**src/rtl/tictactoe_pkg.sv**
```systemverilog
// ---------------------------------------------------------------------------
// tictactoe_pkg
// Shared definitions for the tic-tac-toe game controller and DetectWinner:
// board geometry, move-position width, winner codes and the controller state
// encoding. Also provides a cell counter used by the board invariants.
// Board bit n = cell n (8 = top-left ... 0 = bottom-right).
// ---------------------------------------------------------------------------
package tictactoe_pkg;

  localparam int NUM_CELLS = 9;
  localparam int NUM_LINES = 8;
  localparam int POS_W     = 4;

  typedef enum logic [1:0] {
    WIN_NONE = 2'b00,
    WIN_X    = 2'b01,
    WIN_O    = 2'b10,
    WIN_DRAW = 2'b11
  } winner_e;

  typedef enum logic [1:0] {
    ST_PLAY  = 2'b00,
    ST_CHECK = 2'b01,
    ST_WIN   = 2'b10,
    ST_DRAW  = 2'b11
  } state_e;

  // Number of occupied cells on a board (0..9).
  function automatic logic [3:0] cell_count(input logic [NUM_CELLS-1:0] cells);
    logic [3:0] n;
    n = '0;
    for (int i = 0; i < NUM_CELLS; i++) begin
      n = n + 4'(cells[i]);
    end
    return n;
  endfunction

endpackage

```
**src/rtl/tictactoe_game_ctrl_if.sv**
```systemverilog
// ---------------------------------------------------------------------------
// tictactoe_game_ctrl_if
// Move request channel into the game controller (valid/ready handshake).
//   move_valid  requester -> controller  move request present
//   move_pos    requester -> controller  target cell 0..8 (9..15 illegal)
//   move_ready  controller -> requester  controller can take a move
// master = move requester, slave = game controller.
// ---------------------------------------------------------------------------
interface tictactoe_game_ctrl_if;
  import tictactoe_pkg::*;

  logic             move_valid;
  logic [POS_W-1:0] move_pos;
  logic             move_ready;

  modport master (
    output move_valid,
    output move_pos,
    input  move_ready
  );

  modport slave (
    input  move_valid,
    input  move_pos,
    output move_ready
  );

endinterface

```
**src/rtl/tictactoe_move_check.sv**
```systemverilog
// ---------------------------------------------------------------------------
// tictactoe_move_check
// Combinational move decoder: turns a requested cell position into a one-hot
// cell mask and flags whether the move is legal (in range and cell empty).
//   move_pos   in   target cell 0..8; 9..15 are out of range
//   occupied   in   union of both players' boards
//   cell_mask  out  one-hot mask of the target cell, 0 when out of range
//   legal      out  1 when the cell exists and is empty
// ---------------------------------------------------------------------------
module tictactoe_move_check
  import tictactoe_pkg::*;
(
  input  logic [POS_W-1:0]     move_pos,
  input  logic [NUM_CELLS-1:0] occupied,
  output logic [NUM_CELLS-1:0] cell_mask,
  output logic                 legal
);

  logic in_range;

  always_comb begin
    in_range  = (move_pos < POS_W'(NUM_CELLS));
    cell_mask = '0;
    if (in_range) begin
      cell_mask = NUM_CELLS'(1) << move_pos;
    end
    legal = in_range && ((cell_mask & occupied) == '0);
  end

endmodule

```
**src/rtl/tictactoe_game_ctrl.sv**
```systemverilog
// ---------------------------------------------------------------------------
// tictactoe_game_ctrl
// Game-state controller sitting in front of DetectWinner. Takes moves over a
// valid/ready channel, rejects illegal ones, alternates X/O, holds both
// occupancy boards and ends the game on a win or a full board.
//   clk         in   rising-edge clock
//   reset       in   synchronous, active-high
//   new_game    in   synchronous restart, same effect as reset
//   mv_if       slave modport: move_valid / move_pos in, move_ready out
//   xboard      out  X occupancy (DetectWinner ain)
//   oboard      out  O occupancy (DetectWinner bin)
//   win_line    in   DetectWinner result on xboard/oboard
//   turn_o      out  0 = X to move, 1 = O to move
//   move_count  out  legal moves accepted this game (0..9)
//   illegal     out  one-cycle pulse after a rejected handshake
//   game_over   out  high in WIN and DRAW
//   winner      out  00 none, 01 X, 10 O, 11 draw
//   win_line_q  out  win_line captured when the game was won, else 0
// Each accepted move spends one cycle in CHECK so that win_line is evaluated
// on the registered boards; the turn only flips when play continues.
// ---------------------------------------------------------------------------
module tictactoe_game_ctrl
  import tictactoe_pkg::*;
#(
  parameter bit FIRST_PLAYER = 1'b0
) (
  input  logic                   clk,
  input  logic                   reset,
  input  logic                   new_game,
  tictactoe_game_ctrl_if.slave   mv_if,
  output logic [NUM_CELLS-1:0]   xboard,
  output logic [NUM_CELLS-1:0]   oboard,
  input  logic [NUM_LINES-1:0]   win_line,
  output logic                   turn_o,
  output logic [3:0]             move_count,
  output logic                   illegal,
  output logic                   game_over,
  output logic [1:0]             winner,
  output logic [NUM_LINES-1:0]   win_line_q
);

  state_e               state_q,      state_d;
  logic [NUM_CELLS-1:0] xboard_q,     xboard_d;
  logic [NUM_CELLS-1:0] oboard_q,     oboard_d;
  logic                 turn_o_q,     turn_o_d;
  logic [3:0]           move_count_q, move_count_d;
  logic                 illegal_q,    illegal_d;
  logic                 game_over_q,  game_over_d;
  winner_e              winner_q,     winner_d;
  logic [NUM_LINES-1:0] win_latch_q,  win_latch_d;
  logic                 move_ready_q, move_ready_d;

  logic [NUM_CELLS-1:0] cell_mask;
  logic                 move_legal;
  logic                 handshake;

  tictactoe_move_check u_move_check (
    .move_pos  (mv_if.move_pos),
    .occupied  (xboard_q | oboard_q),
    .cell_mask (cell_mask),
    .legal     (move_legal)
  );

  // move_ready_q is high exactly when the state is PLAY.
  assign handshake = mv_if.move_valid & move_ready_q;

  always_comb begin
    state_d      = state_q;
    xboard_d     = xboard_q;
    oboard_d     = oboard_q;
    turn_o_d     = turn_o_q;
    move_count_d = move_count_q;
    illegal_d    = 1'b0;
    winner_d     = winner_q;
    win_latch_d  = win_latch_q;

    if (new_game) begin
      // Restart wins over any handshake presented in the same cycle.
      state_d      = ST_PLAY;
      xboard_d     = '0;
      oboard_d     = '0;
      turn_o_d     = FIRST_PLAYER;
      move_count_d = '0;
      winner_d     = WIN_NONE;
      win_latch_d  = '0;
    end else begin
      case (state_q)
        ST_PLAY: begin
          if (handshake) begin
            if (move_legal) begin
              if (turn_o_q) begin
                oboard_d = oboard_q | cell_mask;
              end else begin
                xboard_d = xboard_q | cell_mask;
              end
              move_count_d = move_count_q + 4'd1;
              state_d      = ST_CHECK;
            end else begin
              illegal_d = 1'b1;
            end
          end
        end
        ST_CHECK: begin
          // A win is tested before the full-board test so a winning
          // ninth move is reported as a win.
          if (win_line != '0) begin
            state_d     = ST_WIN;
            winner_d    = turn_o_q ? WIN_O : WIN_X;
            win_latch_d = win_line;
          end else if (move_count_q == 4'(NUM_CELLS)) begin
            state_d  = ST_DRAW;
            winner_d = WIN_DRAW;
          end else begin
            state_d  = ST_PLAY;
            turn_o_d = ~turn_o_q;
          end
        end
        default: begin
          // WIN and DRAW hold everything until restart.
        end
      endcase
    end

    move_ready_d = (state_d == ST_PLAY);
    game_over_d  = (state_d == ST_WIN) || (state_d == ST_DRAW);
  end

  always_ff @(posedge clk) begin
    if (reset) begin
      state_q      <= ST_PLAY;
      xboard_q     <= '0;
      oboard_q     <= '0;
      turn_o_q     <= FIRST_PLAYER;
      move_count_q <= '0;
      illegal_q    <= 1'b0;
      game_over_q  <= 1'b0;
      winner_q     <= WIN_NONE;
      win_latch_q  <= '0;
      move_ready_q <= 1'b1;
    end else begin
      state_q      <= state_d;
      xboard_q     <= xboard_d;
      oboard_q     <= oboard_d;
      turn_o_q     <= turn_o_d;
      move_count_q <= move_count_d;
      illegal_q    <= illegal_d;
      game_over_q  <= game_over_d;
      winner_q     <= winner_d;
      win_latch_q  <= win_latch_d;
      move_ready_q <= move_ready_d;
    end
  end

  assign mv_if.move_ready = move_ready_q;
  assign xboard           = xboard_q;
  assign oboard           = oboard_q;
  assign turn_o           = turn_o_q;
  assign move_count       = move_count_q;
  assign illegal          = illegal_q;
  assign game_over        = game_over_q;
  assign winner           = winner_q;
  assign win_line_q       = win_latch_q;

  // A cell belongs to at most one player, and every occupied cell is a
  // counted move.
  a_no_overlap : assert property (@(posedge clk) disable iff (reset)
    (xboard_q & oboard_q) == '0);
  a_count_match : assert property (@(posedge clk) disable iff (reset)
    cell_count(xboard_q | oboard_q) == move_count_q);

endmodule
```
**src/flat_wrapper.sv**
```systemverilog
// flat-port wrapper written by rule: the top's interface ports become plain ports
module tictactoe_game_ctrl_flat import tictactoe_pkg::*;
#(
  parameter bit FIRST_PLAYER = 1'b0
)
  (clk, reset, new_game, xboard, oboard, win_line, turn_o, move_count, illegal, game_over, winner, win_line_q, mv_if_move_valid, mv_if_move_pos, mv_if_move_ready);
  tictactoe_game_ctrl_if mv_if_i ();
  input  logic clk;
  input  logic reset;
  input  logic new_game;
  output logic [NUM_CELLS-1:0] xboard;
  output logic [NUM_CELLS-1:0] oboard;
  input  logic [NUM_LINES-1:0] win_line;
  output logic turn_o;
  output logic [3:0] move_count;
  output logic illegal;
  output logic game_over;
  output logic [1:0] winner;
  output logic [NUM_LINES-1:0] win_line_q;
  input wire logic [$bits(mv_if_i.move_valid)-1:0] mv_if_move_valid;
  input wire logic [$bits(mv_if_i.move_pos)-1:0] mv_if_move_pos;
  output wire logic [$bits(mv_if_i.move_ready)-1:0] mv_if_move_ready;
  assign mv_if_i.move_valid = mv_if_move_valid;
  assign mv_if_i.move_pos = mv_if_move_pos;
  assign mv_if_move_ready = mv_if_i.move_ready;
  tictactoe_game_ctrl #(.FIRST_PLAYER(FIRST_PLAYER)) u_core (.clk(clk), .reset(reset), .new_game(new_game), .mv_if(mv_if_i), .xboard(xboard), .oboard(oboard), .win_line(win_line), .turn_o(turn_o), .move_count(move_count), .illegal(illegal), .game_over(game_over), .winner(winner), .win_line_q(win_line_q));
endmodule
```
**config.mk**
```make
export PLATFORM = sky130hd
export DESIGN_NAME = tictactoe_game_ctrl_flat
export DESIGN_NICKNAME = d
export VERILOG_FILES = /design/src/rtl/tictactoe_pkg.sv /design/src/rtl/tictactoe_game_ctrl_if.sv /design/src/rtl/tictactoe_move_check.sv /design/src/rtl/tictactoe_game_ctrl.sv /design/src/flat_wrapper.sv
export SDC_FILE = /design/constraint.sdc
export NUM_CORES = 1
export LEC_CHECK = 0
export CAP_MARGIN = 0
export CELL_PAD_IN_SITES_DETAIL_PLACEMENT = 0
export CELL_PAD_IN_SITES_GLOBAL_PLACEMENT = 1
export CORE_MARGIN = 1
export CORE_UTILIZATION = 37
export CTS_BUF_LIST = sky130_fd_sc_hd__clkbuf_4 sky130_fd_sc_hd__clkbuf_8
export DETAILED_ROUTE_END_ITERATION = 8
export HOLD_SLACK_MARGIN = 0.05
export PLACE_DENSITY_LB_ADDON = 0.08
export SETUP_SLACK_MARGIN = 0.5
export SLEW_MARGIN = 40
export SYNTH_ARGS = -nofsm -noshare
export SYNTH_HDL_FRONTEND = slang
export SYNTH_SLANG_ARGS = --single-unit
```
**constraint.sdc**
```tcl
create_clock -name clk -period 4.47 [get_ports clk]
set_input_delay 0.894 -clock clk [delete_from_list [all_inputs] [get_ports clk]]
set_output_delay 0.894 -clock clk [all_outputs]
set_load 0.1 [all_outputs]
```
Word level (Yosys, flattened, before mapping)
Cells that the tools add are included.
W data, S select, Z words.
{ "op_classes": {"n_addsub": 1, "n_lt_le_gt_ge": 1, "eq_ne": 4, "shift": 1, "mux": 11, "n_bitwise": 10, "reduce_logical": 15} }
{ "op_table": {"columns": ["operator", "n"], "rows": [
  ["$or A9 B9 Y9", 3],
  ["$mux W2", 8],
  ["$and A9 B9 Y9", 1],
  ["$logic_not A9 Y1", 1],
  ["$mux W9", 1],
  ["$shl A1 B4 Y9 const A", 1],
  ["$reduce_and A4 Y1", 2],
  ["$reduce_bool A8 Y1", 1],
  ["$reduce_and A3 Y1", 2],
  ["$not A1 Y1", 5],
  ["$add A4 B1 Y4 const B", 1],
  ["$eq A2 B2 Y1 const B", 2],
  ["$eq A4 B4 Y1 const B", 1],
  ["$logic_not A2 Y1", 2],
  ["$lt A4 B4 Y1 const B", 1],
  ["$pmux W2 S2", 1],
  ["$reduce_and A2 Y1", 2],
  ["$reduce_or A4 Y1", 1],
  ["$eq A2 B1 Y1 const B", 1],
  ["$reduce_bool A2 Y1", 1],
  ["$reduce_or A2 Y1", 1],
  ["$and A1 B1 Y1", 1],
  ["$logic_and A1 B1 Y1", 1],
  ["$logic_or A1 B1 Y1", 1],
  ["$mux W1", 1]
]} }
{ "word_totals": {"ff_bits": 38, "inputBits": 16, "output_inout_bits": 36} }

Depth between registers and ports, before layout
Gate-level depths: netlist of run 1.
{ "logic_depth": {"word_depth": 11, "mapped_depth": 6, "mapped_depth_nobuf": 6} }

Modules after synthesis
Synthesis of run 1 repeated with hierarchy kept, for this count alone.
{ "hier_totals": {"hier_cells": 203, "area_unflattened_um2": 1701.6} }
{ "modules_own_cells": {"columns": ["module", "n_inst", "cells_per_inst", "area_per_inst_um2"], "rows": [
  ["tictactoe_game_ctrl", 1, 175, 1508.9],
  ["tictactoe_move_check", 1, 28, 192.7]
]} }

Worst setup path before layout of run 1
No wires, ideal clock.
{ "synth_timing": {"kind": "input to register", "from": "in mv_if_move_pos[1]", "to": "reg u_core.move_count_q[1], in the netlist u_core.move_count[1]", "setup_ns": 0.121, "arrival_time_ns": 2.312, "path_slack_ns": 2.038, "path_stages": 5, "cell_sequence": "or2_1 > or4_4 > a21oi_4 > nand4_2 > mux2_2"} }
{ "synth_between": {"elab_chain_cells": 6, "word_cells_on_any_way": 7, "classes_between": "1 x order compare; 1 x shift; 1 x mux; 1 x bitwise; 3 x reduce/logical"} }
{ "synth_lines": {"columns": ["item", "line", "source"], "rows": [
  ["start: declaration", "flat_wrapper.sv:21", "input wire logic [$bits(mv_if_i.move_pos)-1:0] mv_if_move_pos;"],
  ["$lt A4 B4 Y1 / $shl A1 B4 Y9 (equally long branches)", "tictactoe_move_check.sv:22, tictactoe_move_check.sv:25", null],
  ["$mux W9", "tictactoe_move_check.sv:24", "if (in_range) begin"],
  ["$and A9 B9 Y9", "tictactoe_move_check.sv:27", "legal = in_range && ((cell_mask & occupied) == '0);"],
  ["$logic_not A9 Y1", "tictactoe_move_check.sv:27", null],
  ["$logic_and A1 B1 Y1 (*)", "tictactoe_move_check.sv:27", null],
  ["$reduce_and A3 Y1 (no source line) (*)", null, null],
  ["end signal: assignment", "tictactoe_game_ctrl.sv:145", "move_count_q <= move_count_d;"],
  ["end: declaration", "tictactoe_game_ctrl.sv:46", "logic [3:0] move_count_q, move_count_d;"]
]} }
Mark *: on every way between the ends. The rest lies on a longest branch, timed or not.
A chain may end at the register's enable or synchronous reset.

Final worst setup path of run 1
Ends and elaborated chain as after synthesis.

==> flow_summary.yaml, run 1 <==
drt:
  vias: 1569
  first_iter_violations: 52
  firstDrtPassIters: 4
  drc: 0
  wl_per_cell_um: 13.6
  routed_wl_um: 4110
  vias_per_cell: 5.18
  ant_nets: 0
floorplanning:
  start_util_pct: 38.4
  dieWidth_um: 69.2
  die-area_sq_mm: 0.00479
  io_pins: 52
  die_h_um: 69.2
  rows: 24
  core-area_sq_mm: 0.00435
clocking:
  cts_sinks: 38
  cts_resized: 0
  ctsHoldBuffers: 0
  clock-root-buffer: "clkbuf_8"
  postCtsSetupBuffers: 0
  clk_latency_ns: 0.29
  clockBufferDepth: 2
  cts-buffers-inserted: 5
  h-tree-depth: 2
  clkTransAtPathRegs_ns: 0.07
  tritoncts: "built"
logic_synthesis:
  synth_ff_type: "dfxtp_1"
  syn_inst: 199
  yosys_warnings: 0
  syn_avg_cell_area_sq_um: 8.40
  syn_nets: 217
  synth_cell_types: 42
  syn_area_sq_mm: 0.00167
  async_flop_share_pct: 0
  synth_seq_area_share_pct: 45.5
  synth-edff-count: 0
  synth_seq_cells: 38
finish:
  drive_gt1_share_pct: 22.7
  fin_util_pct: 49.3
  multi_input_area_sq_um: 873
  area_growth_pct: 28.4
  nNetsFinal: 269
  diodes: 0
  fillers: 426
  regArea_sq_um: 761
  design_area_sq_mm: 0.00215
timing:
  clock_skew_ns: 0.00395
  slew_viol_final: 0
  fin_setup_tns_ns: 0
  max_slew_margin_pct: 54.5
  finalHoldViolCount: 0
  max_freq_mhz: 339
  period_needed_ns: 2.95
  rsz0062_at_grt: "false"
  tightestPinTransition_ns: 0.677
  setup_viol: 0
  finalCritPeriodShare_pct: 66.0
place:
  portBuffers: 51
  gp_congestion: 0.817
  hpwlAfterDp_um: 2970
  placed_area_sq_mm: 0.00205
global_routing:
  grt_pass1_vias: 1413
  grt_pass1_wl_um: 6920
  grt_usage_pct: 17.9
  grt_max_degree: 23
  overflow: 0
  antenna_found_initial: 0
setup_path:
  r2r_end: "u_core.move_count[1]$_SDFFE_PP0P_"
  rrSetupSlack_ns: 2.64
  reg2reg_depth: 4
  r2r-start: "u_core.xboard[8]$_SDFFE_PP0P_"
  required_ns: 4.65
  worst_setup_path_start_kind: "input pin"
  crit_fanout: 12
  critPathKind: "input pin to register"
  critPathCaptureType: "register"
  cp.arrival_ns: 3.13
pwr:
  totalPowerFinal_uw: 645
  irDropWorstVdd_v: 0.000190
  pwr_density_cell_mw_per_mm2: 301
  cellLeakagePower_nw: 0.859
min_path:
  min_from: "u_core.win_line_q[2]$_SDFFE_PP0P_"
  hold_depth: 2
  hold_path.class: "register to register"
  hold_end: "u_core.win_line_q[2]$_SDFFE_PP0P_"
run_status:
  status: "finished, final reports clean"
job:
  maxCapViolations: 0
==> metal layers <==
metal	wire length [um]	vias to the layer above	share of wire (%)	track usage, %
met3	286	6	7.0	5.09
met2	1550	47	38	23.4
li1	-	814	-	-
met1	2220	702	54	28.0
met4	48	0	1.2	4.76
met5	0	-	0	0
==> final cells by class <==
type	instances	share of cell area [%]
clock buffers	5	3.21
clock inverters	2	0.466
inverters	2	0.350
multi-input cells	150	40.7
flip-flops and latches	38	35.5
well taps	52	3.03
repair buffers	54	16.8
==> critical path: stages <==
cell,delay (ns)
clkdlybuf4s50_1,0.59
or2_1,0.35
or4_4,0.44
a21oi_4,0.31
nand4_2,0.21
mux2_2,0.32
==> state kept, by name (all words and copies together) (netlist names) <==
name / count
u_core.oboard: 9
u_core.xboard: 9
u_core.win_line_q: 8
u_core.move_count: 4
u_core.state_q: 2
u_core.winner: 2
u_core.game_over: 1
u_core.illegal: 1
u_core.mv_if.move_ready: 1
u_core.turn_o: 1
==> kinds of logic (layout without fill, tap and decap cells) <==
group           Yosys count  count (layout)  share of synthesized area, %
fa+ha+maj                 2               2                          1.50
xor+xnor                  1               1                         0.524
mux                       4               4                          2.47
simple gates            100             100                          29.6
flops                    38              38                          45.5
compound gates           43              43                          17.8
buf+inv                  11              63                          2.54
==> worst max-delay path by stage <==
| stage | from | slack, ns | depth (start not counted) | to |
|---|---|---|---|---|
| finish | mv_if_move_pos[1] | 1.52 | 6 | u_core.move_count[1]$_SDFFE_PP0P_ |
| global route | mv_if_move_pos[1] | 1.40 | 6 | u_core.move_count[1]$_SDFFE_PP0P_ |
| CTS | mv_if_move_pos[1] | 1.52 | 6 | u_core.move_count[1]$_SDFFE_PP0P_ |
| detailed placement | mv_if_move_pos[1] | 1.21 | 6 | u_core.move_count[1]$_SDFFE_PP0P_ |
| global placement | mv_if_move_pos[1] | 1.26 | 6 | u_core.move_count[1]$_SDFFE_PP0P_ |
| floorplan | mv_if_move_pos[1] | 2.04 | 5 | u_core.move_count[1]$_SDFFE_PP0P_ |
==> synth_stat cells, drive strengths merged, types with 2 or more instances <==
library cell / n / area, sq um
clkbuf: 8 / 30.0
mux2i: 3 / 30.0
inv: 2 / 7.50
nand2: 31 / 116
or2: 3 / 18.8
nor2: 29 / 109
or3: 6 / 37.5
nand2b: 2 / 12.5
or4: 3 / 26.3
a22oi: 3 / 22.5
a21oi: 10 / 61.3
nor3: 3 / 15.0
nand4: 5 / 37.5
nand3: 8 / 52.6
ha: 2 / 25.0
dfxtp: 38 / 761
nor2b: 5 / 31.3
a41oi: 4 / 35.0
a31oi: 3 / 18.8
o21ai: 15 / 75.1
==> report_power, final <==
part / internal, mW / total, mW / switching [mW]
Combinational: 0.0276 / 0.0807 / 0.0531
Sequential: 0.341 / 0.343 / 0.00187
Clock: 0.105 / 0.221 / 0.116
==> stage by stage <==
| step | worst slack [ns] | hold WS [ns] | std cells |
|---|---|---|---|
| finish | 1.52 | 0.452 | 303 |
| floorplan | 2.04 | 0.476 | 199 |
| detailed placement | 1.21 | 0.445 | 295 |
| global route | 1.40 | 0.470 | 303 |
| global placement | 1.26 | 0.443 | 295 |
| CTS | 1.52 | 0.455 | 302 |
==> placed cells by master, fill, tap and decap left out, types with 2 or more instances in the layout <==
cell,count
dfxtp_1,38
buf_2,36
nand2_1,31
nor2_1,28
clkdlybuf4s50_1,15
o21ai_1,13
a21oi_1,9
nand3_1,7
or3_1,6
clkbuf_8,5
nor2b_1,4
a41oi_1,4
nand4_1,4
or2_1,3
nor3_1,3
a31oi_1,3
mux2i_1,3
a22oi_1,3
or4_1,2
nand2b_1,2
o21ai_0,2
ha_1,2
clkinv_2,2
buf_4,2
Power figures use the tool's default switching activity.
==> run 2, diff against run 1 <==
--- a/config.mk
+++ b/config.mk
@@ -9,7 +9,7 @@
 export CELL_PAD_IN_SITES_DETAIL_PLACEMENT = 0
 export CELL_PAD_IN_SITES_GLOBAL_PLACEMENT = 1
 export CORE_MARGIN = 1
-export CORE_UTILIZATION = 37
+export CORE_UTILIZATION = 31
 export CTS_BUF_LIST = sky130_fd_sc_hd__clkbuf_4 sky130_fd_sc_hd__clkbuf_8
 export DETAILED_ROUTE_END_ITERATION = 8
 export HOLD_SLACK_MARGIN = 0.05
==> constraint.sdc (replaced) <==
create_clock -name clk -period 2.49 [get_ports clk]
set_input_delay 0.498 -clock clk [delete_from_list [all_inputs] [get_ports clk]]
set_output_delay 0.498 -clock clk [all_outputs]
set_load 0.1 [all_outputs]
==> run 2 against run 1 <==
  * Critical path depth up 3
  * Critical endpoint is now u_core.oboard[6]$_SDFFE_PP0P_
  * Final area up 13%
  * Critical path type unchanged
  * Power up 84%
  * Global-route usage down 1.2 points
  * Highest routed layer unchanged
  * Largest power group unchanged
  * Combinational power up 110%
==> flow_summary.yaml, run 2 (synthesized netlist as in run 1, its figures left out) <==
run_status:
  status: "finished, final reports clean"
drt:
  routed_wl_um: 4430
  wl_per_cell_um: 13.1
  vias: 1606
  vias_per_cell: 4.77
  drc: 0
  firstDrtPassIters: 4
  first_iter_violations: 64
  ant_nets: 0
global_routing:
  grt_usage_pct: 16.7
  grt_pass1_vias: 1408
  antenna_found_initial: 0
  grt_pass1_wl_um: 6940
  grt_max_degree: 18
  overflow: 0
finish:
  drive_gt1_share_pct: 31.1
  area_growth_pct: 44.5
  diodes: 0
  stdcell_count: 337
  regArea_sq_um: 769
  final_cell_mix: "buf_4, nand2_1, dfxtp_1"
  mostFrequentLayoutCell: "buf_4"
  nNetsFinal: 285
  multi_input_area_sq_um: 902
  fin_util_pct: 47.0
  fillers: 569
  design_area_sq_mm: 0.00241
setup_path:
  required_ns: 2.67
  cp_cell_sequence: "clkdlybuf4s50_1, or2_1, a2111oi_2, buf_4, a21oi_4, buf_6, buf_4, a41oi_1, nor2_1"
  slowest_stage: "clkdlybuf4s50_1"
  crit_fanout: 3
  worstSetupStartpoint: "mv_if_move_pos[3]"
  critPathKind: "input pin to register"
  r2r-start: "u_core.xboard[8]$_SDFFE_PP0P_"
  slowest_delay_ns: 0.42
  cp.arrival_ns: 2.12
  crit_top_cell: "buf_4"
  critPathTopFamily: "buffers and inverters"
  worst_setup_path_start_kind: "input pin"
  path_buf_inv: 4
  critPathCaptureType: "register"
place:
  placed_area_sq_mm: 0.00228
  hpwlAfterDp_um: 3410
  portBuffers: 51
  dp.cells: 328
  gp_congestion: 0.779
floorplanning:
  dieWidth_um: 75.4
  die_h_um: 75.4
  die-area_sq_mm: 0.00569
  rows: 26
  io_pins: 52
  core-area_sq_mm: 0.00514
  start_util_pct: 32.5
timing:
  max_freq_mhz: 516
  slew_viol_final: 0
  clock_skew_ns: 0.00727
  rsz0062_at_grt: "true"
  fin_setup_tns_ns: 0
  finalCritPeriodShare_pct: 77.9
  tightestPinTransition_ns: 0.376
  max_slew_margin_pct: 74.8
  period_needed_ns: 1.94
  finalHoldViolCount: 0
  setup_viol: 0
pwr:
  irDropWorstVdd_v: 0.000283
  seq_power_share_pct: 52.0
  p_int_uw: 868
  pwr_density_cell_mw_per_mm2: 491
  combPwrFrac_pct: 14.1
  totalPowerFinal_mw: 1.19
  pwr-share-clk_pct: 34.0
  p_switching_uw: 319
  cellLeakagePower_nw: 0.942
  swShare_pct: 26.9
clocking:
  clkTransAtPathRegs_ns: 0.08
  h-tree-depth: 2
  clockBufferDepth: 2
  cts-buffers-inserted: 5
  clk_latency_ns: 0.29
  tritoncts: "built"
  clock-root-buffer: "clkbuf_8"
  cts_sinks: 38
job:
  maxCapViolations: 0
min_path:
  hold_path.class: "register to register"
  min_from: "u_core.oboard[2]$_SDFFE_PP0P_"
## run 2: tightest hold or removal path, delay by kind of cell, from the launching register on
kind,cells,cell delay [ns]
AOI/OAI and AO/OA,1,0.05
and+or+nand+nor,1,0.05
DFF,1,0.33
## run 2: stage by stage
stage	worst slack (ns)	hold slack, ns
floorplan	0.430	0.476
global placement	0.0374	0.446
detailed placement	-0.0247	0.444
CTS	0.501	0.454
global route	0.481	0.468
finish	0.551	0.450
## run 2: power groups by stage
stage	combinational, mW	clock [mW]	sequential [mW]
2_1_floorplan	0.0593	0	0.663
3_3_place_gp	0.161	0	0.631
3_5_place_dp	0.161	0	0.630
4_1_cts	0.168	0.418	0.616
5_1_grt	0.180	0.443	0.617
6_report	0.167	0.403	0.617
## run 2: path summary, 6_finish.rpt
check                                        to  slack [ns]  cells after the start
hold reg to reg   u_core.oboard[2]$_SDFFE_PP0P_        0.45                      2
hold / removal    u_core.oboard[2]$_SDFFE_PP0P_        0.45                      2
setup / recovery  u_core.oboard[6]$_SDFFE_PP0P_        0.55                      9
setup reg to reg  u_core.xboard[2]$_SDFFE_PP0P_        0.80                      6
## run 2: cell type report
class,count,area share [%]
multi-input cells,150,37.4
flip-flops and latches,38,31.9
well taps,70,3.63
repair buffers,70,23.6
clock buffers,5,2.85
clock inverters,2,0.415
inverters,2,0.311
## run 2: metal layers
layer	routed length [um]	GRT usage [%]
met1	2360	24.9
met2	1810	23.4
met3	194	3.57
met4	61	6.17
met5	0	0
## run 2: what timing repair did
action,4_1_cts,5_1_grt
gates resized for setup,10,3
hold endpoints to repair,0,0
pin swaps,10,2
setup buffers,2,0
hold buffers,0,0
endpoints found under the setup margin,21,16
